## src/rtl/ntps_axil_mux_if.sv

```systemverilog
// ntps_axil_mux_if: N-slot AXI4-Lite bundle; N=1 is a plain single-port bus.
interface ntps_axil_mux_if #(
    parameter int N      = 1,
    parameter int ADDR_W = 32
);
    logic [N*ADDR_W-1:0] awaddr;
    logic [N*ADDR_W-1:0] araddr;
    logic [N*3-1:0]      awprot;
    logic [N*3-1:0]      arprot;
    logic [N*32-1:0]     wdata;
    logic [N*32-1:0]     rdata;
    logic [N*4-1:0]      wstrb;
    logic [N*2-1:0]      bresp;
    logic [N*2-1:0]      rresp;
    logic [N-1:0]        awvalid, awready, wvalid, wready, bvalid, bready;
    logic [N-1:0]        arvalid, arready, rvalid, rready;

    modport master (
        output awaddr, awprot, awvalid, wdata, wstrb, wvalid, bready,
        output araddr, arprot, arvalid, rready,
        input  awready, wready, bvalid, bresp, arready, rvalid, rdata, rresp
    );
    modport slave (
        input  awaddr, awprot, awvalid, wdata, wstrb, wvalid, bready,
        input  araddr, arprot, arvalid, rready,
        output awready, wready, bvalid, bresp, arready, rvalid, rdata, rresp
    );
endinterface

```

## src/rtl/ntps_axil_mux.sv

```systemverilog
// ntps_axil_mux: AXI4-Lite one-master to N-slave switch with address decode,
// DECERR for unmapped slots and SLVERR aborts on hung slaves.
module ntps_axil_mux #(
    parameter int NUM_SLAVES     = 12,
    parameter int ADDR_W         = 32,
    parameter int SEL_LSB        = 16,
    parameter int SEL_W          = 4,
    parameter int TIMEOUT_CYCLES = 1024
) (
    input  logic            axi_aclk,
    input  logic            axi_aresetn,
    ntps_axil_mux_if.slave  s_axi,
    ntps_axil_mux_if.master m_axi,
    output logic            timeout_pulse,
    output logic [15:0]     timeout_count
);
    localparam int CW = $clog2(TIMEOUT_CYCLES + 1);
    typedef enum logic [2:0] {IDLE, W_REQ, W_RSP, B_OUT, R_REQ, R_RSP, R_OUT} state_t;

    state_t                state_q, state_d;
    logic [ADDR_W-1:0]     addr_q, addr_d;
    logic [2:0]            prot_q, prot_d;
    logic [31:0]           wdata_q, wdata_d, rdata_q, rdata_d;
    logic [3:0]            wstrb_q, wstrb_d;
    logic [1:0]            resp_q, resp_d;
    logic [SEL_W-1:0]      sel_q, sel_d;
    logic                  aw_pend_q, aw_pend_d, w_pend_q, w_pend_d;
    logic                  awready_q, awready_d, arready_q, arready_d;
    logic                  bvalid_q, bvalid_d, rvalid_q, rvalid_d;
    logic [NUM_SLAVES-1:0] awvalid_q, awvalid_d, wvalid_q, wvalid_d, arvalid_q, arvalid_d;
    logic [NUM_SLAVES-1:0] bready_q, bready_d, rready_q, rready_d;
    logic [CW-1:0]         cnt_q, cnt_d;
    logic                  pulse_q, pulse_d;
    logic [15:0]           tcount_q, tcount_d;
    logic [NUM_SLAVES-1:0] oh;
    logic                  busy, launch, wr_req;

    always_comb begin
        state_d   = state_q;
        addr_d    = addr_q;
        prot_d    = prot_q;
        wdata_d   = wdata_q;
        wstrb_d   = wstrb_q;
        rdata_d   = rdata_q;
        resp_d    = resp_q;
        sel_d     = sel_q;
        aw_pend_d = aw_pend_q;
        w_pend_d  = w_pend_q;
        tcount_d  = tcount_q;
        awready_d = 1'b0;
        arready_d = 1'b0;
        pulse_d   = 1'b0;
        busy      = state_q inside {W_REQ, W_RSP, R_REQ, R_RSP};
        cnt_d     = busy ? cnt_q + 1'b1 : cnt_q;
        wr_req    = s_axi.awvalid[0] && s_axi.wvalid[0];
        // A response handshake doubles as an idle cycle so the next accept follows at once
        launch    = (state_q == IDLE && !awready_q && !arready_q)
                 || (state_q == B_OUT && s_axi.bready[0])
                 || (state_q == R_OUT && s_axi.rready[0]);
        if (launch) begin
            state_d   = IDLE;
            awready_d = wr_req;
            arready_d = !wr_req && s_axi.arvalid[0];
        end else if (awready_q) begin
            addr_d    = s_axi.awaddr;
            prot_d    = s_axi.awprot;
            wdata_d   = s_axi.wdata;
            wstrb_d   = s_axi.wstrb;
            sel_d     = s_axi.awaddr[SEL_LSB +: SEL_W];
            cnt_d     = '0;
            aw_pend_d = 1'b1;
            w_pend_d  = 1'b1;
            resp_d    = 2'b11;
            state_d   = (int'(sel_d) >= NUM_SLAVES) ? B_OUT : W_REQ;
        end else if (arready_q) begin
            addr_d  = s_axi.araddr;
            prot_d  = s_axi.arprot;
            sel_d   = s_axi.araddr[SEL_LSB +: SEL_W];
            cnt_d   = '0;
            rdata_d = '0;
            resp_d  = 2'b11;
            state_d = (int'(sel_d) >= NUM_SLAVES) ? R_OUT : R_REQ;
        end else if (state_q == W_REQ) begin
            aw_pend_d = aw_pend_q && !m_axi.awready[sel_q];
            w_pend_d  = w_pend_q && !m_axi.wready[sel_q];
            state_d   = (!aw_pend_d && !w_pend_d) ? W_RSP : W_REQ;
        end else if (state_q == W_RSP && m_axi.bvalid[sel_q]) begin
            resp_d  = m_axi.bresp[{sel_q, 1'b0} +: 2];
            state_d = B_OUT;
        end else if (state_q == R_REQ && m_axi.arready[sel_q]) begin
            state_d = R_RSP;
        end else if (state_q == R_RSP && m_axi.rvalid[sel_q]) begin
            rdata_d = m_axi.rdata[{sel_q, 5'd0} +: 32];
            resp_d  = m_axi.rresp[{sel_q, 1'b0} +: 2];
            state_d = R_OUT;
        end
        if (busy && cnt_q == CW'(TIMEOUT_CYCLES - 1)) begin
            state_d  = (state_q == W_REQ || state_q == W_RSP) ? B_OUT : R_OUT;
            rdata_d  = (state_d == R_OUT) ? 32'd0 : rdata_d;
            resp_d   = 2'b10;
            pulse_d  = 1'b1;
            tcount_d = (tcount_q == 16'hFFFF) ? tcount_q : tcount_q + 16'd1;
        end
        oh        = NUM_SLAVES'(1) << sel_d;
        awvalid_d = (state_d == W_REQ && aw_pend_d) ? oh : '0;
        wvalid_d  = (state_d == W_REQ && w_pend_d) ? oh : '0;
        bready_d  = (state_d == W_RSP) ? oh : '0;
        arvalid_d = (state_d == R_REQ) ? oh : '0;
        rready_d  = (state_d == R_RSP) ? oh : '0;
        bvalid_d  = state_d == B_OUT;
        rvalid_d  = state_d == R_OUT;
    end

    always_ff @(posedge axi_aclk or negedge axi_aresetn) begin
        if (!axi_aresetn) begin
            state_q   <= IDLE;
            addr_q    <= '0;
            prot_q    <= '0;
            wdata_q   <= '0;
            wstrb_q   <= '0;
            rdata_q   <= '0;
            resp_q    <= '0;
            sel_q     <= '0;
            aw_pend_q <= 1'b0;
            w_pend_q  <= 1'b0;
            awready_q <= 1'b0;
            arready_q <= 1'b0;
            bvalid_q  <= 1'b0;
            rvalid_q  <= 1'b0;
            awvalid_q <= '0;
            wvalid_q  <= '0;
            arvalid_q <= '0;
            bready_q  <= '0;
            rready_q  <= '0;
            cnt_q     <= '0;
            pulse_q   <= 1'b0;
            tcount_q  <= '0;
        end else begin
            state_q   <= state_d;
            addr_q    <= addr_d;
            prot_q    <= prot_d;
            wdata_q   <= wdata_d;
            wstrb_q   <= wstrb_d;
            rdata_q   <= rdata_d;
            resp_q    <= resp_d;
            sel_q     <= sel_d;
            aw_pend_q <= aw_pend_d;
            w_pend_q  <= w_pend_d;
            awready_q <= awready_d;
            arready_q <= arready_d;
            bvalid_q  <= bvalid_d;
            rvalid_q  <= rvalid_d;
            awvalid_q <= awvalid_d;
            wvalid_q  <= wvalid_d;
            arvalid_q <= arvalid_d;
            bready_q  <= bready_d;
            rready_q  <= rready_d;
            cnt_q     <= cnt_d;
            pulse_q   <= pulse_d;
            tcount_q  <= tcount_d;
        end
    end

    assign s_axi.awready  = awready_q;
    assign s_axi.wready   = awready_q;
    assign s_axi.arready  = arready_q;
    assign s_axi.bvalid   = bvalid_q;
    assign s_axi.rvalid   = rvalid_q;
    assign s_axi.bresp    = resp_q;
    assign s_axi.rresp    = resp_q;
    assign s_axi.rdata    = rdata_q;
    assign m_axi.awaddr   = {NUM_SLAVES{addr_q}};
    assign m_axi.araddr   = {NUM_SLAVES{addr_q}};
    assign m_axi.awprot   = {NUM_SLAVES{prot_q}};
    assign m_axi.arprot   = {NUM_SLAVES{prot_q}};
    assign m_axi.wdata    = {NUM_SLAVES{wdata_q}};
    assign m_axi.wstrb    = {NUM_SLAVES{wstrb_q}};
    assign m_axi.awvalid  = awvalid_q;
    assign m_axi.wvalid   = wvalid_q;
    assign m_axi.arvalid  = arvalid_q;
    assign m_axi.bready   = bready_q;
    assign m_axi.rready   = rready_q;
    assign timeout_pulse  = pulse_q;
    assign timeout_count  = tcount_q;
endmodule

```

## src/flat_wrapper.sv

```systemverilog
// flat-port wrapper written by rule: the top's interface ports become plain ports
module ntps_axil_mux_flat 
#(
    parameter int NUM_SLAVES     = 12,
    parameter int ADDR_W         = 32,
    parameter int SEL_LSB        = 16,
    parameter int SEL_W          = 4,
    parameter int TIMEOUT_CYCLES = 1024
)
  (axi_aclk, axi_aresetn, timeout_pulse, timeout_count, s_axi_awaddr, s_axi_awprot, s_axi_awvalid, s_axi_wdata, s_axi_wstrb, s_axi_wvalid, s_axi_bready, s_axi_araddr, s_axi_arprot, s_axi_arvalid, s_axi_rready, s_axi_awready, s_axi_wready, s_axi_bvalid, s_axi_bresp, s_axi_arready, s_axi_rvalid, s_axi_rdata, s_axi_rresp, m_axi_awaddr, m_axi_awprot, m_axi_awvalid, m_axi_wdata, m_axi_wstrb, m_axi_wvalid, m_axi_bready, m_axi_araddr, m_axi_arprot, m_axi_arvalid, m_axi_rready, m_axi_awready, m_axi_wready, m_axi_bvalid, m_axi_bresp, m_axi_arready, m_axi_rvalid, m_axi_rdata, m_axi_rresp);
  ntps_axil_mux_if #(.N(1), .ADDR_W(ADDR_W)) s_axi_i ();
  ntps_axil_mux_if #(.N((12)), .ADDR_W(ADDR_W)) m_axi_i ();
  input  logic axi_aclk;
  input  logic axi_aresetn;
  output logic timeout_pulse;
  output logic [15:0] timeout_count;
  input wire logic [$bits(s_axi_i.awaddr)-1:0] s_axi_awaddr;
  input wire logic [$bits(s_axi_i.awprot)-1:0] s_axi_awprot;
  input wire logic [$bits(s_axi_i.awvalid)-1:0] s_axi_awvalid;
  input wire logic [$bits(s_axi_i.wdata)-1:0] s_axi_wdata;
  input wire logic [$bits(s_axi_i.wstrb)-1:0] s_axi_wstrb;
  input wire logic [$bits(s_axi_i.wvalid)-1:0] s_axi_wvalid;
  input wire logic [$bits(s_axi_i.bready)-1:0] s_axi_bready;
  input wire logic [$bits(s_axi_i.araddr)-1:0] s_axi_araddr;
  input wire logic [$bits(s_axi_i.arprot)-1:0] s_axi_arprot;
  input wire logic [$bits(s_axi_i.arvalid)-1:0] s_axi_arvalid;
  input wire logic [$bits(s_axi_i.rready)-1:0] s_axi_rready;
  output wire logic [$bits(s_axi_i.awready)-1:0] s_axi_awready;
  output wire logic [$bits(s_axi_i.wready)-1:0] s_axi_wready;
  output wire logic [$bits(s_axi_i.bvalid)-1:0] s_axi_bvalid;
  output wire logic [$bits(s_axi_i.bresp)-1:0] s_axi_bresp;
  output wire logic [$bits(s_axi_i.arready)-1:0] s_axi_arready;
  output wire logic [$bits(s_axi_i.rvalid)-1:0] s_axi_rvalid;
  output wire logic [$bits(s_axi_i.rdata)-1:0] s_axi_rdata;
  output wire logic [$bits(s_axi_i.rresp)-1:0] s_axi_rresp;
  output wire logic [$bits(m_axi_i.awaddr)-1:0] m_axi_awaddr;
  output wire logic [$bits(m_axi_i.awprot)-1:0] m_axi_awprot;
  output wire logic [$bits(m_axi_i.awvalid)-1:0] m_axi_awvalid;
  output wire logic [$bits(m_axi_i.wdata)-1:0] m_axi_wdata;
  output wire logic [$bits(m_axi_i.wstrb)-1:0] m_axi_wstrb;
  output wire logic [$bits(m_axi_i.wvalid)-1:0] m_axi_wvalid;
  output wire logic [$bits(m_axi_i.bready)-1:0] m_axi_bready;
  output wire logic [$bits(m_axi_i.araddr)-1:0] m_axi_araddr;
  output wire logic [$bits(m_axi_i.arprot)-1:0] m_axi_arprot;
  output wire logic [$bits(m_axi_i.arvalid)-1:0] m_axi_arvalid;
  output wire logic [$bits(m_axi_i.rready)-1:0] m_axi_rready;
  input wire logic [$bits(m_axi_i.awready)-1:0] m_axi_awready;
  input wire logic [$bits(m_axi_i.wready)-1:0] m_axi_wready;
  input wire logic [$bits(m_axi_i.bvalid)-1:0] m_axi_bvalid;
  input wire logic [$bits(m_axi_i.bresp)-1:0] m_axi_bresp;
  input wire logic [$bits(m_axi_i.arready)-1:0] m_axi_arready;
  input wire logic [$bits(m_axi_i.rvalid)-1:0] m_axi_rvalid;
  input wire logic [$bits(m_axi_i.rdata)-1:0] m_axi_rdata;
  input wire logic [$bits(m_axi_i.rresp)-1:0] m_axi_rresp;
  assign s_axi_i.awaddr = s_axi_awaddr;
  assign s_axi_i.awprot = s_axi_awprot;
  assign s_axi_i.awvalid = s_axi_awvalid;
  assign s_axi_i.wdata = s_axi_wdata;
  assign s_axi_i.wstrb = s_axi_wstrb;
  assign s_axi_i.wvalid = s_axi_wvalid;
  assign s_axi_i.bready = s_axi_bready;
  assign s_axi_i.araddr = s_axi_araddr;
  assign s_axi_i.arprot = s_axi_arprot;
  assign s_axi_i.arvalid = s_axi_arvalid;
  assign s_axi_i.rready = s_axi_rready;
  assign s_axi_awready = s_axi_i.awready;
  assign s_axi_wready = s_axi_i.wready;
  assign s_axi_bvalid = s_axi_i.bvalid;
  assign s_axi_bresp = s_axi_i.bresp;
  assign s_axi_arready = s_axi_i.arready;
  assign s_axi_rvalid = s_axi_i.rvalid;
  assign s_axi_rdata = s_axi_i.rdata;
  assign s_axi_rresp = s_axi_i.rresp;
  assign m_axi_awaddr = m_axi_i.awaddr;
  assign m_axi_awprot = m_axi_i.awprot;
  assign m_axi_awvalid = m_axi_i.awvalid;
  assign m_axi_wdata = m_axi_i.wdata;
  assign m_axi_wstrb = m_axi_i.wstrb;
  assign m_axi_wvalid = m_axi_i.wvalid;
  assign m_axi_bready = m_axi_i.bready;
  assign m_axi_araddr = m_axi_i.araddr;
  assign m_axi_arprot = m_axi_i.arprot;
  assign m_axi_arvalid = m_axi_i.arvalid;
  assign m_axi_rready = m_axi_i.rready;
  assign m_axi_i.awready = m_axi_awready;
  assign m_axi_i.wready = m_axi_wready;
  assign m_axi_i.bvalid = m_axi_bvalid;
  assign m_axi_i.bresp = m_axi_bresp;
  assign m_axi_i.arready = m_axi_arready;
  assign m_axi_i.rvalid = m_axi_rvalid;
  assign m_axi_i.rdata = m_axi_rdata;
  assign m_axi_i.rresp = m_axi_rresp;
  ntps_axil_mux #(.NUM_SLAVES(NUM_SLAVES), .ADDR_W(ADDR_W), .SEL_LSB(SEL_LSB), .SEL_W(SEL_W), .TIMEOUT_CYCLES(TIMEOUT_CYCLES)) u_core (.axi_aclk(axi_aclk), .axi_aresetn(axi_aresetn), .s_axi(s_axi_i), .m_axi(m_axi_i), .timeout_pulse(timeout_pulse), .timeout_count(timeout_count));
endmodule
```

## config.mk

```make
export PLATFORM = sky130hd
export DESIGN_NAME = ntps_axil_mux_flat
export DESIGN_NICKNAME = d
export VERILOG_FILES = /design/src/rtl/ntps_axil_mux_if.sv /design/src/rtl/ntps_axil_mux.sv /design/src/flat_wrapper.sv
export SDC_FILE = /design/constraint.sdc
export NUM_CORES = 1
export LEC_CHECK = 0
export BUFFER_PORTS_ARGS = -buffer_cell sky130_fd_sc_hd__buf_2
export CAP_MARGIN = 20
export CORE_AREA = 10 10 774 776
export DETAILED_ROUTE_END_ITERATION = 8
export DIE_AREA = 0 0 784 786
export HOLD_SLACK_MARGIN = 0.08
export PLACE_DENSITY = 0.3
export SYNTH_ARGS = -nofsm -noshare
export SYNTH_HDL_FRONTEND = slang
export SYNTH_SLANG_ARGS = --single-unit
export TNS_END_PERCENT = 100
```

## constraint.sdc

```tcl
create_clock -name axi_aclk -period 7.85 [get_ports axi_aclk]
set_input_delay 0.785 -clock axi_aclk [delete_from_list [all_inputs] [get_ports axi_aclk]]
set_output_delay 0.785 -clock axi_aclk [all_outputs]
set_load 0.05 [all_outputs]
```

==> impl_results.md <==
* Outcome: finished clean
* Final HPWL DP at 252 mm
* Number of port buffers at 1994
* Top cell type's share of synthesized area at 42.9%
* Syn nets at 2834
* Post-synthesis sequential area ratio at 24.4%
* Crit path time final at 4530 ps
* Fmax at 0.221 GHz
* Max-slew headroom at 24.6%
* Compound-Gate Fraction of Synth Area at 4.69%
* Largest stage delay, worst path at 750 ps
* Initial Utilization at 3.61%
* Final Hold Vio Count at 0
* Die area at 616000 sq um
* Total gr overflow at 0
* CP Buf/Inv Count at 1
* Total clock buffers created by CTS at 38
* Fin Hold WS at 311 ps
* Rows at 281
* Setup TNS at 0 ps
* First-pass GRT wire length at 315 mm
* Worst min path class: primary input to flop
* Core Region at 584000 sq um
* H-Tree Depth at 2
* Post-Synth Adder-Cell Area at 0.119%
* Crit-path cells: buf_4 -> mux4_2 -> nand2_1 -> o211ai_1 -> a21oi_1 -> a221o_1 -> o311a_1 -> nand3_1 -> nor2_1
* Post-Synth XOR/XNOR Area at 0.996%
* Final setup viols at 0
* Cell Area, Synth at 21100 sq um
* Root Driver: clkbuf_16
* Delay-heaviest family, CP: compound AO/OA/AOI/OAI gates
* Worst skew pair latency at 720 ps
* Gpl congestion at 0.740
* Vias per Instance at 1.79
* Die Ht at 786 microns
* CP max FO at 18
* Finished Layout Cells at 10.9k
* Arrival time at the worst endpoint at 5130 ps
* Commonest non-fill, non-tap cell in the layout: buf_2
* Synth area leaders: buf_4 (43%), dfrtp_1 (24%), mux4_2 (12%)
* Leading cell types in the layout, fill and taps excluded: buf_2 (1993), dfrtp_1 (181), mux4_2 (116)
* Final nets at 3652
* CP max stage cell: dfrtp_4
* Layout cell share with drive strength beyond 1 at 75.8%
* Worst-path clk slew at 60 ps
* DP Cell Count at 10.8k
* Max cap viols at 0
* Synth-to-layout area growth at 59.1%
* CTS resizes at 0
* Largest net degree at the start of global routing at 43
* Synthesized flop and latch total at 206
* Unique masters post-synth at 57
* CTS tree: done
* Crit path required time at 8450 ps
* Die Width at 784 microns
* Io pins at 1995
* Yosys warning total at 0
* Startpoint Class: flop
* Routed WL at 275 mm
* Asr flop ratio synth at 100%
* Final ANT Viol Nets at 0
* Worst slew pin tran at 1120 ps
* Synth Area in Simple Gates at 6.51%
* Clock skew at 67.3 ps
* WL/cell at 25.2 microns
* Leading area contributor after synthesis: buf_4
* Main combinational cell family by area after synthesis: buffers and inverters
* Vias in the first global route at 19.2k
* Clock sink count at 206
* DRT Pass-1 Iters at 7
* Number of synthesized flops with an enable pin at 0
* Initial DRC count at 1434
* Vias at 19.5k
* CP Capture Type: flop
* Post-Syn Instances at 2227
* Critical path type: flop to flop
* Period utilisation layout at 57.7%
* Multiplexer share of the synthesized area at 18.4%
* Pins Over Slew Limit at 0
* Post-synth top flop: dfrtp_1
* All-Layer GR Usage at 8.37%
* Avg Inst Size Synth at 9.47 sq um
* Max Root-Sink Buffers at 3
* # DRC at 0
* RSZ-0062 raised after global routing: no
* Initial antenna violation count at 270
==> path summary, 6_finish.rpt <==
| kind | start | endpoint | slack, ps | cells after the start |
|---|---|---|---|---|
| worst max-delay path | u_core.sel_q[0] | u_core.m_axi.wvalid[11] | 3320 | 9 |
| worst min-delay path | s_axi_wdata[21] | u_core.wdata_q[21] | 310 | 2 |
| worst max register to register | u_core.sel_q[0] | u_core.m_axi.wvalid[11] | 3320 | 9 |
| worst min register to register | u_core.addr_q[9] | u_core.addr_q[9] | 490 | 2 |
| max in group asynchronous | axi_aresetn | u_core.addr_q[2] | 5670 | 4 |
| min in group asynchronous | axi_aresetn | u_core.wstrb_q[2] | 590 | 2 |
==> flip-flops by register name (all words and copies together), names as in the netlist, 2 cells and up <==
| register | count |
|---|---|
| u_core.wdata_q | 32 |
| u_core.s_axi.rdata | 32 |
| u_core.m_axi.rready | 12 |
| u_core.prot_q | 3 |
| u_core.m_axi.wvalid | 12 |
| u_core.s_axi.bresp | 2 |
| u_core.m_axi.awvalid | 12 |
| u_core.m_axi.arvalid | 12 |
| u_core.wstrb_q | 4 |
| u_core.m_axi.bready | 12 |
| u_core.cnt_q | 11 |
| u_core.state_q | 3 |
| u_core.addr_q | 32 |
| u_core.sel_q | 4 |
| u_core.timeout_count | 16 |
==> synthesized netlist by cell type (12+ instances only) <==
| master | count |
|---|---|
| mux2_2 | 44 |
| and3_1 | 16 |
| buf_1 | 13 |
| nor2_1 | 104 |
| nand3_1 | 17 |
| clkbuf_1 | 44 |
| a22oi_1 | 33 |
| inv_1 | 12 |
| mux2i_1 | 78 |
| mux4_2 | 116 |
| nor3_1 | 15 |
| buf_4 | 1206 |
| nand2_1 | 107 |
| dfrtp_1 | 206 |
| xnor2_1 | 13 |
| buf_2 | 24 |
| o21ai_0 | 73 |
==> worst reg2reg max path: cells and delay by family, from the launching register on <==
family / cells / cell delay, ps
compound gates: 4 / 1570
buf+inv: 1 / 550
flops: 1 / 750
mux: 1 / 650
simple gates: 3 / 930
==> area by class of cell <==
| cell class | count | area (sq um) |
|---|---|---|
| clock buffer | 54 | 1090 |
| sequential | 206 | 5200 |
| clock inverter | 16 | 211 |
| antenna | 55 | 138 |
| timing repair buffer | 2067 | 10600 |
| tap | 7782 | 9740 |
| fill | 69200 | 550000 |
| inverter | 12 | 45.0 |
| multi-input combinational | 720 | 6560 |
==> cell families (layout without fill, tap and decap cells) <==
group | after synthesis | in the layout
XOR/XNOR | 24 | 24
flip-flops | 206 | 206
AND/OR/NAND/NOR | 304 | 304
AO/OA/AOI/OAI | 152 | 152
other | 0 | 55
adder cells (fa/ha/maj) | 2 | 2
multiplexers | 238 | 238
buffers and inverters | 1301 | 2149
==> timing repair <==
item | CTS | global route
hold buffers | 1 | 0
endpoints found under the hold margin | 36 | 0
buffers inserted | 0 | 0
setup endpoints to repair | 0 | 0
==> layer usage <==
metal	vias up	track usage, %	wire length, microns
met5	-	0	614
met4	92	1.00	6020
met3	494	3.17	26900
met2	1518	16.8	152000
met1	9440	8.24	89900
li1	7951	-	-
==> metrics by stage <==
| stage | utilization [%] | instance area [sq um] | setup slack [ps] |
|---|---|---|---|
| floorplan | - | 21100 | 5070 |
| global placement | 5.49 | 32100 | 2730 |
| detailed placement | 5.49 | 32100 | 3230 |
| CTS | 5.72 | 33400 | 3130 |
| global route | 5.73 | 33500 | 2980 |
| finish | 5.75 | 33600 | 3320 |
Power is left out: the tool's default activity adds up to more than one toggle a clock period on the data nets, which glitch-free logic cannot reach.
